`config.mk`:
```
export PLATFORM = sky130hd
export DESIGN_NAME = regfile_wb_arbiter_flat
export DESIGN_NICKNAME = d
export VERILOG_FILES = /design/src/rtl/regfile_wb_arbiter_if.sv /design/src/rtl/regfile_wb_arbiter.sv /design/src/flat_wrapper.sv
export SDC_FILE = /design/constraint.sdc
export NUM_CORES = 1
export LEC_CHECK = 0
export ABC_AREA = 1
export BUFFER_PORTS_ARGS = -buffer_cell sky130_fd_sc_hd__buf_2
export CAP_MARGIN = 15
export CORE_MARGIN = 3
export CORE_UTILIZATION = 45
export DETAILED_ROUTE_END_ITERATION = 10
export PLACE_DENSITY = 0.88
export SYNTH_ARGS = -nofsm -noshare
export SYNTH_HDL_FRONTEND = slang
export SYNTH_SLANG_ARGS = --single-unit
```
`constraint.sdc`:
```
create_clock -name clk -period 3.78 [get_ports clk]
set_input_delay 1.134 -clock clk [delete_from_list [all_inputs] [get_ports clk]]
set_output_delay 1.134 -clock clk [all_outputs]
set_load 0.02 [all_outputs]
```
`src/rtl/regfile_wb_arbiter_if.sv`:
```
// Writeback bus between the three writeback requesters and the arbiter.
// The master side is the set of requesters (ALU, LSU, MUL/DIV) and also
// observes the registered register-file write port. The slave side is the
// arbiter itself.
interface regfile_wb_arbiter_if #(
    parameter int NREQ = 3
);
    logic [NREQ-1:0]    req_valid;
    logic [5*NREQ-1:0]  req_addr;
    logic [32*NREQ-1:0] req_data;
    logic [NREQ-1:0]    req_ready;
    logic               reg_we;
    logic [4:0]         w_addr;
    logic [31:0]        w_data;
    logic               starve;

    modport master (
        output req_valid,
        output req_addr,
        output req_data,
        input  req_ready,
        input  reg_we,
        input  w_addr,
        input  w_data,
        input  starve
    );

    modport slave (
        input  req_valid,
        input  req_addr,
        input  req_data,
        output req_ready,
        output reg_we,
        output w_addr,
        output w_data,
        output starve
    );
endinterface

```
`src/rtl/regfile_wb_arbiter.sv`:
```
// Register-file writeback arbiter.
// Shares the single register-file write port between req 0 (ALU),
// req 1 (LSU load return) and req 2 (MUL/DIV). Fixed priority 0 > 1 > 2
// until any requester has waited STARVE_LIMIT cycles; then round-robin
// from rr_ptr until every wait counter is back below the limit.
// The winning write is registered and drives reg_we / w_addr / w_data
// one cycle after acceptance. Writes to r0 are accepted but suppressed.
// Optional feature: define WB_BYPASS_EN to add two forwarding read ports
// that expose the write being committed this cycle to the decode stage.
module regfile_wb_arbiter #(
    parameter int NREQ         = 3,
    parameter int STARVE_LIMIT = 4
) (
    input  logic                clk,
    input  logic                rst,
    regfile_wb_arbiter_if.slave bus
`ifdef WB_BYPASS_EN
    ,
    input  logic [4:0]          fwd_addr0,
    input  logic [4:0]          fwd_addr1,
    output logic                fwd_hit0,
    output logic                fwd_hit1,
    output logic [31:0]         fwd_data0,
    output logic [31:0]         fwd_data1
`endif
);

    localparam logic [3:0] WAIT_MAX = 4'd15;
    localparam logic [3:0] LIMIT    = 4'(STARVE_LIMIT);

    typedef enum logic {
        MODE_NORMAL = 1'b0,
        MODE_STARVE = 1'b1
    } mode_t;

    // Arbitration state
    mode_t                 mode_q;
    mode_t                 mode_d;
    logic [1:0]            rr_ptr_q;
    logic [1:0]            rr_ptr_d;
    logic [NREQ-1:0][3:0]  wait_q;
    logic [NREQ-1:0][3:0]  wait_d;
    logic [NREQ-1:0]       over_lim;

    // Grant stage (combinational, same cycle as the request)
    logic [NREQ-1:0]       grant_p0;
    logic                  vld_p0;
    logic                  we_p0;
    logic [4:0]            addr_p0;
    logic [31:0]           data_p0;

    // Register-file write stage
    logic                  we_p1;
    logic [4:0]            addr_p1;
    logic [31:0]           data_p1;

    // Wait counters stop at 15 so a long stall never wraps back to zero.
    function automatic logic [3:0] sat_inc(input logic [3:0] cnt);
        if (cnt == WAIT_MAX) begin
            return WAIT_MAX;
        end
        return cnt + 4'd1;
    endfunction

    // Lowest index wins.
    function automatic logic [2:0] fixed_pick(input logic [2:0] valid);
        logic [2:0] g;
        g = 3'b000;
        if (valid[0]) begin
            g = 3'b001;
        end else if (valid[1]) begin
            g = 3'b010;
        end else if (valid[2]) begin
            g = 3'b100;
        end
        return g;
    endfunction

    // First valid requester at or after ptr, wrapping 2 -> 0.
    function automatic logic [2:0] rr_pick(input logic [2:0] valid,
                                           input logic [1:0] ptr);
        logic [2:0] g;
        g = 3'b000;
        case (ptr)
            2'd0: begin
                if (valid[0])      g = 3'b001;
                else if (valid[1]) g = 3'b010;
                else if (valid[2]) g = 3'b100;
            end
            2'd1: begin
                if (valid[1])      g = 3'b010;
                else if (valid[2]) g = 3'b100;
                else if (valid[0]) g = 3'b001;
            end
            default: begin
                if (valid[2])      g = 3'b100;
                else if (valid[0]) g = 3'b001;
                else if (valid[1]) g = 3'b010;
            end
        endcase
        return g;
    endfunction

    // Grant selection: nothing is accepted while in reset; policy follows the registered mode.
    always_comb begin
        grant_p0 = '0;
        if (!rst) begin
            if (mode_q == MODE_STARVE) begin
                grant_p0 = rr_pick(bus.req_valid, rr_ptr_q);
            end else begin
                grant_p0 = fixed_pick(bus.req_valid);
            end
        end
    end

    assign vld_p0        = |grant_p0;
    assign bus.req_ready = grant_p0;

    // Per-requester wait tracking: count while waiting, clear when served or idle.
    for (genvar i = 0; i < NREQ; i++) begin : g_wait
        assign wait_d[i]   = (bus.req_valid[i] && !grant_p0[i]) ? sat_inc(wait_q[i]) : 4'd0;
        assign over_lim[i] = (wait_d[i] >= LIMIT);
    end

    // Wait counter registers.
    always_ff @(posedge clk) begin
        if (rst) begin
            wait_q <= '0;
        end else begin
            wait_q <= wait_d;
        end
    end

    // Mode next-state: starvation mode holds exactly while some updated counter is at or over the limit.
    always_comb begin
        mode_d = mode_q;
        if (|over_lim) begin
            mode_d = MODE_STARVE;
        end else begin
            mode_d = MODE_NORMAL;
        end
    end

    // Mode state register.
    always_ff @(posedge clk) begin
        if (rst) begin
            mode_q <= MODE_NORMAL;
        end else begin
            mode_q <= mode_d;
        end
    end

    assign bus.starve = (mode_q == MODE_STARVE);

    // Round-robin pointer advances past whoever was just served, in either mode.
    always_comb begin
        rr_ptr_d = rr_ptr_q;
        case (grant_p0)
            3'b001:  rr_ptr_d = 2'd1;
            3'b010:  rr_ptr_d = 2'd2;
            3'b100:  rr_ptr_d = 2'd0;
            default: rr_ptr_d = rr_ptr_q;
        endcase
    end

    // Round-robin pointer register; starts at req 1 so req 0 is not favoured first.
    always_ff @(posedge clk) begin
        if (rst) begin
            rr_ptr_q <= 2'd1;
        end else begin
            rr_ptr_q <= rr_ptr_d;
        end
    end

    // Write-port mux: select the granted requester's address and data.
    always_comb begin
        addr_p0 = bus.req_addr[4:0];
        data_p0 = bus.req_data[31:0];
        case (grant_p0)
            3'b010: begin
                addr_p0 = bus.req_addr[9:5];
                data_p0 = bus.req_data[63:32];
            end
            3'b100: begin
                addr_p0 = bus.req_addr[14:10];
                data_p0 = bus.req_data[95:64];
            end
            default: begin
                addr_p0 = bus.req_addr[4:0];
                data_p0 = bus.req_data[31:0];
            end
        endcase
    end

    assign we_p0 = vld_p0 && (addr_p0 != 5'd0);

    // ---- stage boundary: grant (p0) -> register-file write port (p1) ----
    // Write-port register: address/data hold when idle, enable drops; reset kills any in-flight write.
    always_ff @(posedge clk) begin
        if (rst) begin
            we_p1   <= 1'b0;
            addr_p1 <= 5'd0;
            data_p1 <= 32'd0;
        end else begin
            we_p1 <= we_p0;
            if (vld_p0) begin
                addr_p1 <= addr_p0;
                data_p1 <= data_p0;
            end
        end
    end

    assign bus.reg_we = we_p1;
    assign bus.w_addr = addr_p1;
    assign bus.w_data = data_p1;

`ifdef WB_BYPASS_EN
    // r0 never forwards; the write enable already excludes it, the address test keeps that explicit.
    assign fwd_hit0  = we_p1 && (addr_p1 == fwd_addr0) && (fwd_addr0 != 5'd0);
    assign fwd_hit1  = we_p1 && (addr_p1 == fwd_addr1) && (fwd_addr1 != 5'd0);
    assign fwd_data0 = fwd_hit0 ? data_p1 : 32'd0;
    assign fwd_data1 = fwd_hit1 ? data_p1 : 32'd0;
`endif

endmodule

```
`src/flat_wrapper.sv`:
```
// flat-port wrapper written by rule: the top's interface ports become plain ports
module regfile_wb_arbiter_flat 
#(
    parameter int NREQ         = 3,
    parameter int STARVE_LIMIT = 4
)
  (clk, rst, bus_req_valid, bus_req_addr, bus_req_data, bus_req_ready, bus_reg_we, bus_w_addr, bus_w_data, bus_starve);
  regfile_wb_arbiter_if #(.NREQ(NREQ)) bus_i ();
  input  logic clk;
  input  logic rst;
  input wire logic [$bits(bus_i.req_valid)-1:0] bus_req_valid;
  input wire logic [$bits(bus_i.req_addr)-1:0] bus_req_addr;
  input wire logic [$bits(bus_i.req_data)-1:0] bus_req_data;
  output wire logic [$bits(bus_i.req_ready)-1:0] bus_req_ready;
  output wire logic [$bits(bus_i.reg_we)-1:0] bus_reg_we;
  output wire logic [$bits(bus_i.w_addr)-1:0] bus_w_addr;
  output wire logic [$bits(bus_i.w_data)-1:0] bus_w_data;
  output wire logic [$bits(bus_i.starve)-1:0] bus_starve;
  assign bus_i.req_valid = bus_req_valid;
  assign bus_i.req_addr = bus_req_addr;
  assign bus_i.req_data = bus_req_data;
  assign bus_req_ready = bus_i.req_ready;
  assign bus_reg_we = bus_i.reg_we;
  assign bus_w_addr = bus_i.w_addr;
  assign bus_w_data = bus_i.w_data;
  assign bus_starve = bus_i.starve;
  regfile_wb_arbiter #(.NREQ(NREQ), .STARVE_LIMIT(STARVE_LIMIT)) u_core (.clk(clk), .rst(rst), .bus(bus_i));
endmodule
```
Word-level counts from Yosys, hierarchy flattened
Cells that the tools add are included. Widths: inputs -> output; s select.

Add/sub/neg operators: 3. Multiply operators: 0. Div/mod/pow operators: 0. Order comparisons: 3. Equal/unequal tests: 7. Shift-type cells: 0. Multiplexer cells: 28. Bitwise logic cells: 0. Reductions and logical operators: 12.

Operator list (count): $pmux 32 s2 (1); $mux 4 (9); $mux 3 (9); $add 4x1->4 const B (3); $eq 4x4->1 const B (3); $ge 4x3->1 const B (3); $pmux 5 s2 (1); $pmux 2 s3 (1); $pmux 3 s2 (1); $reduce_or 3->1 (2); $mux 1 (5); $reduce_bool 5->1 (1); $logic_and 1x1->1 (4); $eq 3x1->1 const B (1); $eq 3x2->1 const B (1); $eq 3x3->1 const B (1); $logic_not 1->1 (3); $reduce_bool 3->1 (1); $eq 2x1->1 const B (1); $logic_not 2->1 (1); $mux 2 (1).

Bits in registers: 53. Bits in latches: 0. Bits in writable memories: 0. Memory bits (read-only): 0. Output and inout bits: 42. Logic and storage cells: 61. Memories kept: 0.

Depth between registers and ports, before layout
Depth in word-level cells: 12. Depth in mapped cells: 13. Gate-level depth less buffers: 12.

Worst setup path before layout
Ideal clock, no wire load.

Path type: input to output. Start point: input port rst. End point: output port bus_req_ready[1]. Arrival: 1897 ps. Required time: 2646 ps. Path slack: 749 ps. Stages: 5. Buffers on the path: 2. Cell sequence: buf_2 > inv_2 > nand3_2 > inv_2 > buf_2.

Longest elaborated chain between the ends: 1.

Ends and longest elaborated chain: start: declaration (line flat_wrapper.sv:10) `input logic rst;`; $mux 3 (line regfile_wb_arbiter.sv:107) `if (!rst) begin`; end: declaration (line flat_wrapper.sv:14) `output wire logic [$bits(bus_i.req_ready)-1:0] bus_req_ready;`.

Every way passes these cells.

Worst setup path after layout
Start point: input port bus_req_valid[0]. End point: output port bus_req_ready[2].

Longest elaborated chain between the ends: 4.

Ends and longest elaborated chain: start: declaration (line flat_wrapper.sv:11) `input wire logic [$bits(bus_i.req_valid)-1:0] bus_req_valid;`; $mux 3 * (line regfile_wb_arbiter.sv:69) `if (valid[0]) begin`; $pmux 3 s2 (line regfile_wb_arbiter.sv:84) `case (ptr)`; $mux 3 * (line regfile_wb_arbiter.sv:108) `if (mode_q == MODE_STARVE) begin`; $mux 3 * (line regfile_wb_arbiter.sv:107).

Every way passes the cells marked *; elsewhere a longest branch is shown, timed or not.

==> qor.json <==
{
  "grt": {
    "grt_first_pass_wirelength_mm": 13.4,
    "largest_net_degree_at_the_start_of_global_routing": 50,
    "globalRoute.totalOverflow": 0,
    "grt.total_usage_pct": 22.4,
    "grt_pass1_vias": 3171,
    "number_of_antenna_violations_at_the_first_check_in_global_routing": 0
  },
  "floorplanning": {
    "core-area_um2": 6030,
    "number_of_top_level_pins": 158,
    "area_of_the_die_um2": 7310,
    "fp-row-count": 28,
    "initial_core_util_pct": 47.2,
    "die_width_um": 85.5,
    "die-height_um": 85.5
  },
  "clock_tree": {
    "clockRootBuffer": "sky130_fd_sc_hd__clkbuf_8",
    "clock_sink_count": 53,
    "cts-root-to-sink-buffers": 2,
    "clock_pin_slew_on_the_worst_setup_and_hold_paths_ns": 0.09,
    "numCtsBuffers": 5,
    "buffers_inserted_during_post_cts_setup_optimization": 0,
    "clock_insertion_delay_worst_skew_ns": 0.30,
    "cts-htree-levels": 2,
    "tritoncts": "built",
    "post_cts_hold_buffer_count": 0,
    "post_cts_resized": 0
  },
  "detailed_routing": {
    "routed_via_density": 5.11,
    "route.vias.total": 3303,
    "detailed_route_wire_length_per_cell_um": 12.8,
    "first_iter_violations": 173,
    "wirelength_mm": 8.29,
    "drt_first_pass_iters": 5,
    "antenna_violating_nets_post_route": 0,
    "drc": 0
  },
  "setup_path": {
    "worstPathCellList": "buf_2, nor2_1, nand3_1, a21oi_2, buf_2",
    "cp-start-kind": "input port",
    "timing.critical_path.to_type": "output pin",
    "critPathRequiredTime_ns": 2.65,
    "critPathSlowestCell": "sky130_fd_sc_hd__a21oi_2",
    "reg2regPathDepth": 9,
    "setup.worst_path.class": "input port to output pin",
    "worstPathMaxFanout": 5,
    "critPathMaxStageDelay_ns": 0.26,
    "critical_path.most_common_cell": "sky130_fd_sc_hd__buf_2",
    "worst_ep_arrival_time_ns": 2.05
  },
  "flow_run": {
    "cap_violations": 0
  },
  "synth": {
    "post_synth_and_or_nand_nor_area_fraction_pct": 29.5,
    "postSynthAreaPerCell_um2": 6.69,
    "synth_top_area_share_pct": 37.3,
    "netlist.top_cell.by_area": "sky130_fd_sc_hd__dfxtp_1",
    "post_synthesis_sequential_area_ratio_pct": 37.3,
    "syn-instance-count": 425,
    "synth-warning-count": 0,
    "synth_edf_count": 0,
    "synth_fp_nets": 544,
    "synth.distinct_cells": 29,
    "synth-compound-area-share_pct": 20.5,
    "synth.cell_area_um2": 2840,
    "synth_commonest_cells": "sky130_fd_sc_hd__nand2_1, sky130_fd_sc_hd__dfxtp_1, sky130_fd_sc_hd__inv_1",
    "synth-main-ff-cell": "sky130_fd_sc_hd__dfxtp_1",
    "synth-adder-area-share_pct": 1.32,
    "synth.mux.area_fraction_pct": 0,
    "post_synth_xor_area_fraction_pct": 0,
    "synth_top_family_by_area": "simple AND/OR/NAND/NOR gates",
    "share_of_flip_flops_with_an_asynchronous_set_or_reset_pct": 0,
    "netlist_top_cells_area": "sky130_fd_sc_hd__dfxtp_1, sky130_fd_sc_hd__nand2_1, sky130_fd_sc_hd__nand3_1",
    "postSynthRegisterBits": 53,
    "synthMostInstantiatedCell": "sky130_fd_sc_hd__nand2_1"
  },
  "power_and_ir_drop": {
    "finalPower_mw": 1.26,
    "powerDensity_nw_per_um2": 340,
    "power_leakage_nw": 2.10,
    "ir_drop_v": 0.000164
  },
  "min_path": {
    "min_delay_path_depth": 1,
    "timing.hold.worst.class": "flop to flop"
  },
  "timing": {
    "setup_viol_count_final": 0,
    "pin_slew_with_the_least_headroom_to_its_limit_ns": 0.569,
    "setup-tns-final_ns": 0,
    "hold_violations": 0,
    "finalCritPeriodShare_pct": 84.3,
    "finalMaxSlewViolations": 0,
    "fin_crit_ns": 3.19,
    "timing.max_slew.rel_slack_pct": 62.0,
    "fmax_mhz": 314,
    "rsz0062_at_grt": "false",
    "finClkSkew_ns": 0.00681,
    "hold_slack_ns": 0.472
  },
  "layout": {
    "syn2layout_area_growth_pct": 30.1,
    "drive_above_1_share_pct": 32.2,
    "finish.net_count": 689,
    "final_core_util_pct": 61.4,
    "design_area_um2": 3700,
    "n_antenna_cell": 0
  },
  "placement": {
    "gp_routability_congestion": 0.856,
    "place.port_buffers": 157,
    "postPlaceCellArea_um2": 3610,
    "detailedPlacementHpwl_mm": 6.21
  },
  "status": {
    "run_status": "finished, final reports clean"
  }
}
-- cell families (layout without fill, tap and decap cells) --
logic type | count (synthesis) | count (layout)
simple gates | 198 | 198
compound gates | 98 | 98
buf+inv | 73 | 219
flops | 53 | 53
fa+ha+maj | 3 | 3
-- critical path, delay by kind of cell --
family | cells | cell delay, ns
buffers and inverters | 2 | 0.34
AO/OA/AOI/OAI | 1 | 0.26
AND/OR/NAND/NOR | 2 | 0.31
-- layout make-up --
type | count | area, µm²
repair buffers | 160 | 808
clock buffers | 6 | 72.6
inverters | 51 | 191
multi-input cells | 299 | 1460
well taps | 75 | 93.8
flip-flops and latches | 53 | 1060
clock inverters | 2 | 10.0
fillers | 567 | 2330
-- placed cells by master (no fill, tap or decap), types with 5 or more instances in the layout --
master,count
sky130_fd_sc_hd__a21oi_1,9
sky130_fd_sc_hd__o211ai_1,7
sky130_fd_sc_hd__inv_1,43
sky130_fd_sc_hd__clkbuf_8,5
sky130_fd_sc_hd__a31oi_1,12
sky130_fd_sc_hd__o21ai_0,29
sky130_fd_sc_hd__nand2_1,122
sky130_fd_sc_hd__o21ai_1,18
sky130_fd_sc_hd__inv_2,8
sky130_fd_sc_hd__nor2_1,29
sky130_fd_sc_hd__o21bai_1,20
sky130_fd_sc_hd__buf_2,157
sky130_fd_sc_hd__nand3_1,35
sky130_fd_sc_hd__dfxtp_1,53
-- routing by layer --
| layer | up-vias | track usage, % | wire [µm] |
|---|---|---|---|
| met5 | - | 0 | 0 |
| met4 | 0 | 7.91 | 155 |
| met3 | 14 | 5.15 | 686 |
| met2 | 157 | 40.7 | 4110 |
| met1 | 1471 | 25.4 | 3340 |
| li1 | 1661 | - | - |
-- flip-flops by register name, indices dropped and copies added, names as in the netlist --
signal,cells
u_core.rr_ptr_q,2
u_core.bus.w_addr,5
u_core.bus.starve,1
u_core.bus.w_data,32
u_core.bus.reg_we,1
u_core.wait_q,12
-- where the power goes --
part           leakage [nW]  switching, mW  total [mW]  internal [mW]
Clock                0.0450          0.176       0.305          0.129
Combinational          1.61          0.197       0.325          0.127
Sequential            0.437         0.0230       0.626          0.603
-- worst paths after layout --
check	startpoint	end	slack (ns)
max	bus_req_valid[0]	bus_req_ready[2]	0.59
min reg2reg	u_core.wait_q[4]	u_core.wait_q[4]	0.47
min	u_core.wait_q[4]	u_core.wait_q[4]	0.47
max reg2reg	u_core.bus.starve	u_core.bus.w_data[0]	1.62
-- per-stage QoR --
step	worst slack (ns)	cells
after CTS	0.616	646
after detailed placement	0.621	638
final	0.594	646
after floorplan	0.749	425
after global placement	0.655	638
after global routing	0.543	646
Note: power is estimated with default switching activity, not from simulation.
